## src/rtl/debounce_multi.sv

```systemverilog
// rtl/debounce_multi.sv - N-channel input debouncer with synchroniser, tick-qualified
// stability counters, per-channel rise/fall pulses and an aggregate change flag.
module debounce_multi #(
  parameter int N_CH        = 4,
  parameter int SYNC_STAGES = 2,
  parameter int STABLE_CNT  = 4,
  parameter int CNT_W       = 16,
  parameter bit RESET_LEVEL = 1'b0
) (
  input  logic            i_clk,
  input  logic            i_reset,
  input  logic            i_tick,
  input  logic [N_CH-1:0] i_in,
  output logic [N_CH-1:0] o_level,
  output logic [N_CH-1:0] o_rise,
  output logic [N_CH-1:0] o_fall,
  output logic            o_any_change
);

  localparam logic [CNT_W-1:0] CNT_LAST = CNT_W'(STABLE_CNT - 1);
  localparam logic [CNT_W-1:0] CNT_ONE  = {{(CNT_W-1){1'b0}}, 1'b1};

  logic [SYNC_STAGES-1:0] sync_q [N_CH];
  logic [CNT_W-1:0]       cnt_q  [N_CH];
  logic [N_CH-1:0]        s;

  // Synchroniser runs every clock, independent of the sample strobe.
  always_ff @(posedge i_clk or negedge i_reset) begin
    if (!i_reset) begin
      for (int c = 0; c < N_CH; c++) begin
        sync_q[c] <= {SYNC_STAGES{RESET_LEVEL}};
      end
    end else begin
      for (int c = 0; c < N_CH; c++) begin
        sync_q[c] <= {sync_q[c][SYNC_STAGES-2:0], i_in[c]};
      end
    end
  end

  always_comb begin
    s = '0;
    for (int c = 0; c < N_CH; c++) begin
      s[c] = sync_q[c][SYNC_STAGES-1];
    end
  end

  // Any sample matching the current level clears the count: no partial credit for bounces.
  always_ff @(posedge i_clk or negedge i_reset) begin
    if (!i_reset) begin
      for (int c = 0; c < N_CH; c++) begin
        cnt_q[c] <= '0;
      end
      o_level <= {N_CH{RESET_LEVEL}};
      o_rise  <= '0;
      o_fall  <= '0;
    end else begin
      o_rise <= '0;
      o_fall <= '0;
      if (i_tick) begin
        for (int c = 0; c < N_CH; c++) begin
          if (s[c] == o_level[c]) begin
            cnt_q[c] <= '0;
          end else if (cnt_q[c] == CNT_LAST) begin
            cnt_q[c]   <= '0;
            o_level[c] <= s[c];
            o_rise[c]  <= s[c];
            o_fall[c]  <= ~s[c];
          end else begin
            cnt_q[c] <= cnt_q[c] + CNT_ONE;
          end
        end
      end
    end
  end

  assign o_any_change = |{o_rise, o_fall};

endmodule

```

## config.mk

```make
export PLATFORM = sky130hd
export DESIGN_NAME = debounce_multi
export DESIGN_NICKNAME = d
export VERILOG_FILES = /design/src/rtl/debounce_multi.sv
export SDC_FILE = /design/constraint.sdc
export NUM_CORES = 1
export LEC_CHECK = 0
export ABC_AREA = 0
export BUFFER_PORTS_ARGS = -buffer_cell sky130_fd_sc_hd__buf_2
export CAP_MARGIN = 20
export CORE_UTILIZATION = 35
export CTS_BUF_LIST = sky130_fd_sc_hd__clkbuf_4 sky130_fd_sc_hd__clkbuf_8
export CTS_CLUSTER_DIAMETER = 150
export DETAILED_ROUTE_END_ITERATION = 8
export PLACE_DENSITY_LB_ADDON = 0.08
export SETUP_SLACK_MARGIN = 0.5
export SYNTH_ARGS = -nofsm -noshare
export SYNTH_HDL_FRONTEND = slang
export SYNTH_SLANG_ARGS = --single-unit
```

## constraint.sdc

```tcl
create_clock -name i_clk -period 2.4 [get_ports i_clk]
set_input_delay 0.48 -clock i_clk [delete_from_list [all_inputs] [get_ports i_clk]]
set_output_delay 0.48 -clock i_clk [all_outputs]
set_load 0.02 [all_outputs]
```

Yosys cells after proc, flatten, opt, wreduce, memory -nomap -nowiden
Cells that the tools add are included.
- add/subtract/negate cells: 4
- equal/unequal tests: 8
- multiplexer cells: 26
- bitwise logic cells: 8
- reduce and logical (&&, ||, !) cells: 5
- operators by type and width (cell ; count):
    $mux W16 ; 8
    $add A16 B1 Y16 const B ; 4
    $eq A16 B2 Y1 const B ; 4
    $mux W1 ; 16
    $reduce_and A3 Y1 ; 4
    $mux W4 ; 2
    $not A1 Y1 ; 8
    $reduce_or A8 Y1 ; 1
    $eq A1 B1 Y1 ; 4
- bits in registers: 84
- output and inout bits: 13
- word-level logic and storage cells: 65

Logic depth before layout (Yosys ltp)
- depth after elaboration: 4
- gate-level depth with buffers: 8
- mapped depth without buffers: 6

Least setup slack after synthesis
No wires, ideal clock.
- path type: flip-flop to flip-flop
- start point: register cnt_q[48] (netlist name)
- end point: register cnt_q[51] (netlist name)
- arrival: 1.798 ns
- setup slack: 0.528 ns
- cell stages (with the launch flop): 9
- period minus slack after synthesis: 1.872 ns
- cells stage by stage: dfrtp_1 -> ha_1 -> nor4b_1 -> and4_1 -> buf_6 -> or2_1 -> buf_6 -> or3_1 -> o21ai_2
- word-level cells in the longest chain between the ends: 3
- elaborated cells between the ends (all ways): 4
- classes of those cells: add/sub: 1; eq/ne: 1; mux: 2
- ends and longest elaborated chain (element ; RTL line ; source):
    start, declared ; 24 ; logic [CNT_W-1:0] cnt_q [N_CH];
    start signal, assigned by index ; 69 ; cnt_q[c] <= cnt_q[c] + CNT_ONE;
    $add A16 B1 Y16 / $eq A16 B2 Y1 (equally long branches) ; 69, 63 ;
    $mux W16 * ; 63 ; end else if (cnt_q[c] == CNT_LAST) begin
    $mux W16 * ; 61 ; if (s[c] == o_level[c]) begin
Mark *: on every way between the ends. The rest lies on a longest branch, timed or not.
A chain may end at the register's enable or synchronous reset.

Final worst setup path
- start point: register cnt_q[44] (netlist name)
- end point: register cnt_q[37] (netlist name)
- word-level cells in the longest chain between the ends: 3
- ends and longest elaborated chain (element ; RTL line):
    $eq A16 B2 Y1 ; 63
    $mux W16 ; 63
    $mux W16 ; 61
No other way between the ends.

==> reports/metrics.cfg <==
[timing]
hold_viol = 0
tightestPinTransition_ns = 0.4631
final_worst_hold_slack_ns = 0.2109
time_the_final_worst_path_needs_with_i_o_delays_and_setup_ns = 1.836
drv_slew = 0
setup_total_negative_slack_ns = 0
grt_setup_unrepaired = true
timing.final.crit_share_pct = 76.51
clock-skew-final_ns = 0.01181
max-slew-margin-rel_pct = 68.84
max_clock_freq_ghz = 0.5446
setup_viol = 0

[clock_network]
cts_made_buffers = 9
clk_sinks = 84
deepest_level_of_the_cts_h_tree = 3
cts_tree = done
clkSlewWorstSetupHoldPaths_ns = 0.09
cts-root-buf = clkbuf_8
clock_path_buffers = 2
skew_pair_late_insertion_delay_ns = 0.37

[status]
outcome = finished, violations left
failed_checks = DRC

[critical_path]
highest_cell_delay_on_the_worst_timing_path_ns = 0.42
timing.critical_path.cells = nor4_1 -> and4_4 -> nor2_4 -> buf_4 -> and3_1 -> a211o_1
kind_of_cell_adding_the_most_delay_to_the_critical_path = simple AND/OR/NAND/NOR gates
critPathMaxFanout = 7
crit_path_end_kind = flip-flop
timing.critical_path.buf_inv = 1
r2r_path_start = cnt_q[44]
timing.reg2reg.worst_path_depth = 6
critical_path.reg2reg.endpoint = cnt_q[37]
reg2reg_setup_slack_ns = 0.56
crit_path_start_kind = flip-flop
path_class = reg2reg
required_ns = 2.66
worstPathArrival_ns = 2.10
crit_path_top_delay_cell = dfrtp_1

[power]
power.density_cell_area_nw_per_um2 = 799.8
fin_total_pwr_w = 0.003876
vdd_ir_drop_max_mv = 0.3077
power_leakage_nw = 2.063

[global_routing]
grt_pass1_vias = 3139
grt_pass1_wl_um = 16060
grt_usage_pct = 16.39
grt_start_max_net_pins = 46
initial_antenna_violation_count = 0
overflow = 0

[yosys]
ys.warnings.count = 0
netlist_instances = 438
synth_top_area_share_pct = 49.73
synth.top_cells.by_area = dfrtp_1 50%, a31oi_1 6.1%, nand2_1 4.3%
synthesis.area_um2 = 4227
yosysTopAreaCell = dfrtp_1
synth-main-ff-cell = dfrtp_1
asyncSetResetFlopFracSynth_pct = 100.0
synthesized_net_count = 449
postSynthAreaPerCell_um2 = 9.650
synth.ff_latch_count = 84
ys_seq_area_share_pct = 49.73
number_of_flops_mapped_to_enable_cells_by_yosys = 0
synth_cell_types = 47

[layout]
layout.nets = 472
layoutNonFillerInstCount = 609
layout-area-overhead-vs-synth_pct = 14.65
drive_gt1_share_pct = 18.03
layout.filler_cells = 1136
mostFrequentLayoutCell = dfrtp_1
insertedDiodeCount = 0
layout.cells.most_common_list = 84 x dfrtp_1, 48 x nand2_1, 41 x a31oi_1

[route]
routed-via-count = 3412
detailroute.wirelength.met2_um = 4264
drt_first_iter_violations = 194
drt-met1-wl_um = 5128
postRouteWirelength_um = 9786
drt_first_pass_iters = 8
route.detailed.vias_per_inst = 5.603
detail_route.drc_violations = 2
route.top_layer_used = met4
final_antenna_net_count = 0
met3WireLength_um = 291
detail_route.wl_per_cell_um = 16.07

[die]
effective_utilization_at_floorplan_pct = 36.39
ios = 20
die_w_um = 111.9
coreArea_um2 = 11610
row_count = 39
chip_height_um = 111.9
design.die.area_um2 = 12520

[placed_design]
gp_congestion = 0.8136
numPortBuffers = 19
dp_hpwl_um = 6506
placedCellCount = 586

[min_path]
worst_hold_end = sync_q[6]
hold_start = i_in[0]
timing.hold.worst_path_depth = 1
hold_path.class = in2reg

[job]
drv.max_cap_violation_count = 0

==> Yosys cell counts (all sizes together) (6+ instances only) <==
library cell,instances
nor3,13
or3,11
a21oi,23
and3,9
dfrtp,84
a22o,9
xor2,6
nand4,11
a41oi,8
nor3b,10
nand3,22
clkbuf,12
nor4,16
nand2,48
o21ai,22
buf,13
inv,6
a31oi,41
nor2,19
==> metrics by stage <==
stage,cell area [µm²],util (%),worst slack (ns)
after floorplan,4227,-,0.5275
after global placement,4462,38.42,0.4151
after detailed placement,4462,38.42,0.3941
after CTS,4751,40.91,0.5077
after global routing,4846,41.73,0.4716
final,4846,41.73,0.5637
==> area by class of cell <==
type	instances	area [µm²]	area share (%)
inverter	7	26.28	0.5422
timing repair buffer	37	251.5	5.190
tap	143	178.9	3.692
clock inverter	7	115.1	2.375
sequential	84	2102	43.38
multi-input combinational	322	2048	42.27
clock buffer	9	123.9	2.556
==> flip-flops by register name, indices dropped and copies added (netlist names) <==
signal and count:
o_fall 4, sync_q 4, s 4, cnt_q 64, o_rise 4, o_level 4
==> worst max-delay path by stage <==
stage,from,end,slack [ns],cells past startpoint
4_1_cts,cnt_q[48],cnt_q[56],0.51,7
3_5_place_dp,cnt_q[0],cnt_q[11],0.39,6
3_3_place_gp,cnt_q[48],cnt_q[50],0.42,6
2_1_floorplan,cnt_q[48],cnt_q[51],0.53,8
6_report,cnt_q[44],cnt_q[37],0.56,6
5_1_grt,cnt_q[0],cnt_q[5],0.47,7
==> power breakdown <==
part / internal, W / switching (W)
Combinational: 0.000424 / 0.000531
Sequential: 0.00154 / 0.000148
Clock: 0.000687 / 0.000545
==> per-layer routing <==
layer / vias up / track usage (%)
met5: - / 0
met4: 0 / 5.946
met3: 6 / 4.137
met2: 50 / 23.89
met1: 1645 / 23.43
li1: 1711 / -
==> cell families (layout without fill, tap and decap cells) <==
family	after synthesis	count (layout)	synth area share [%]
AND/OR/NAND/NOR	180	180	22.85
AO/OA/AOI/OAI	121	121	18.41
flip-flops	84	84	49.73
buffers and inverters	32	60	3.848
multiplexers	10	10	2.516
XOR/XNOR	7	7	1.451
adder cells (fa/ha/maj)	4	4	1.184
==> timing repair <==
item / 4_1_cts / 5_1_grt
endpoints found under the setup margin: 24 / 50
resized for setup: 9 / 14
hold buffers: 1 / 0
setup buffers: 3 / 3
cloned: 0 / 0
pin swaps: 2 / 2
endpoints found under the hold margin: 17 / 0
Note: power is estimated with default switching activity, not from simulation.
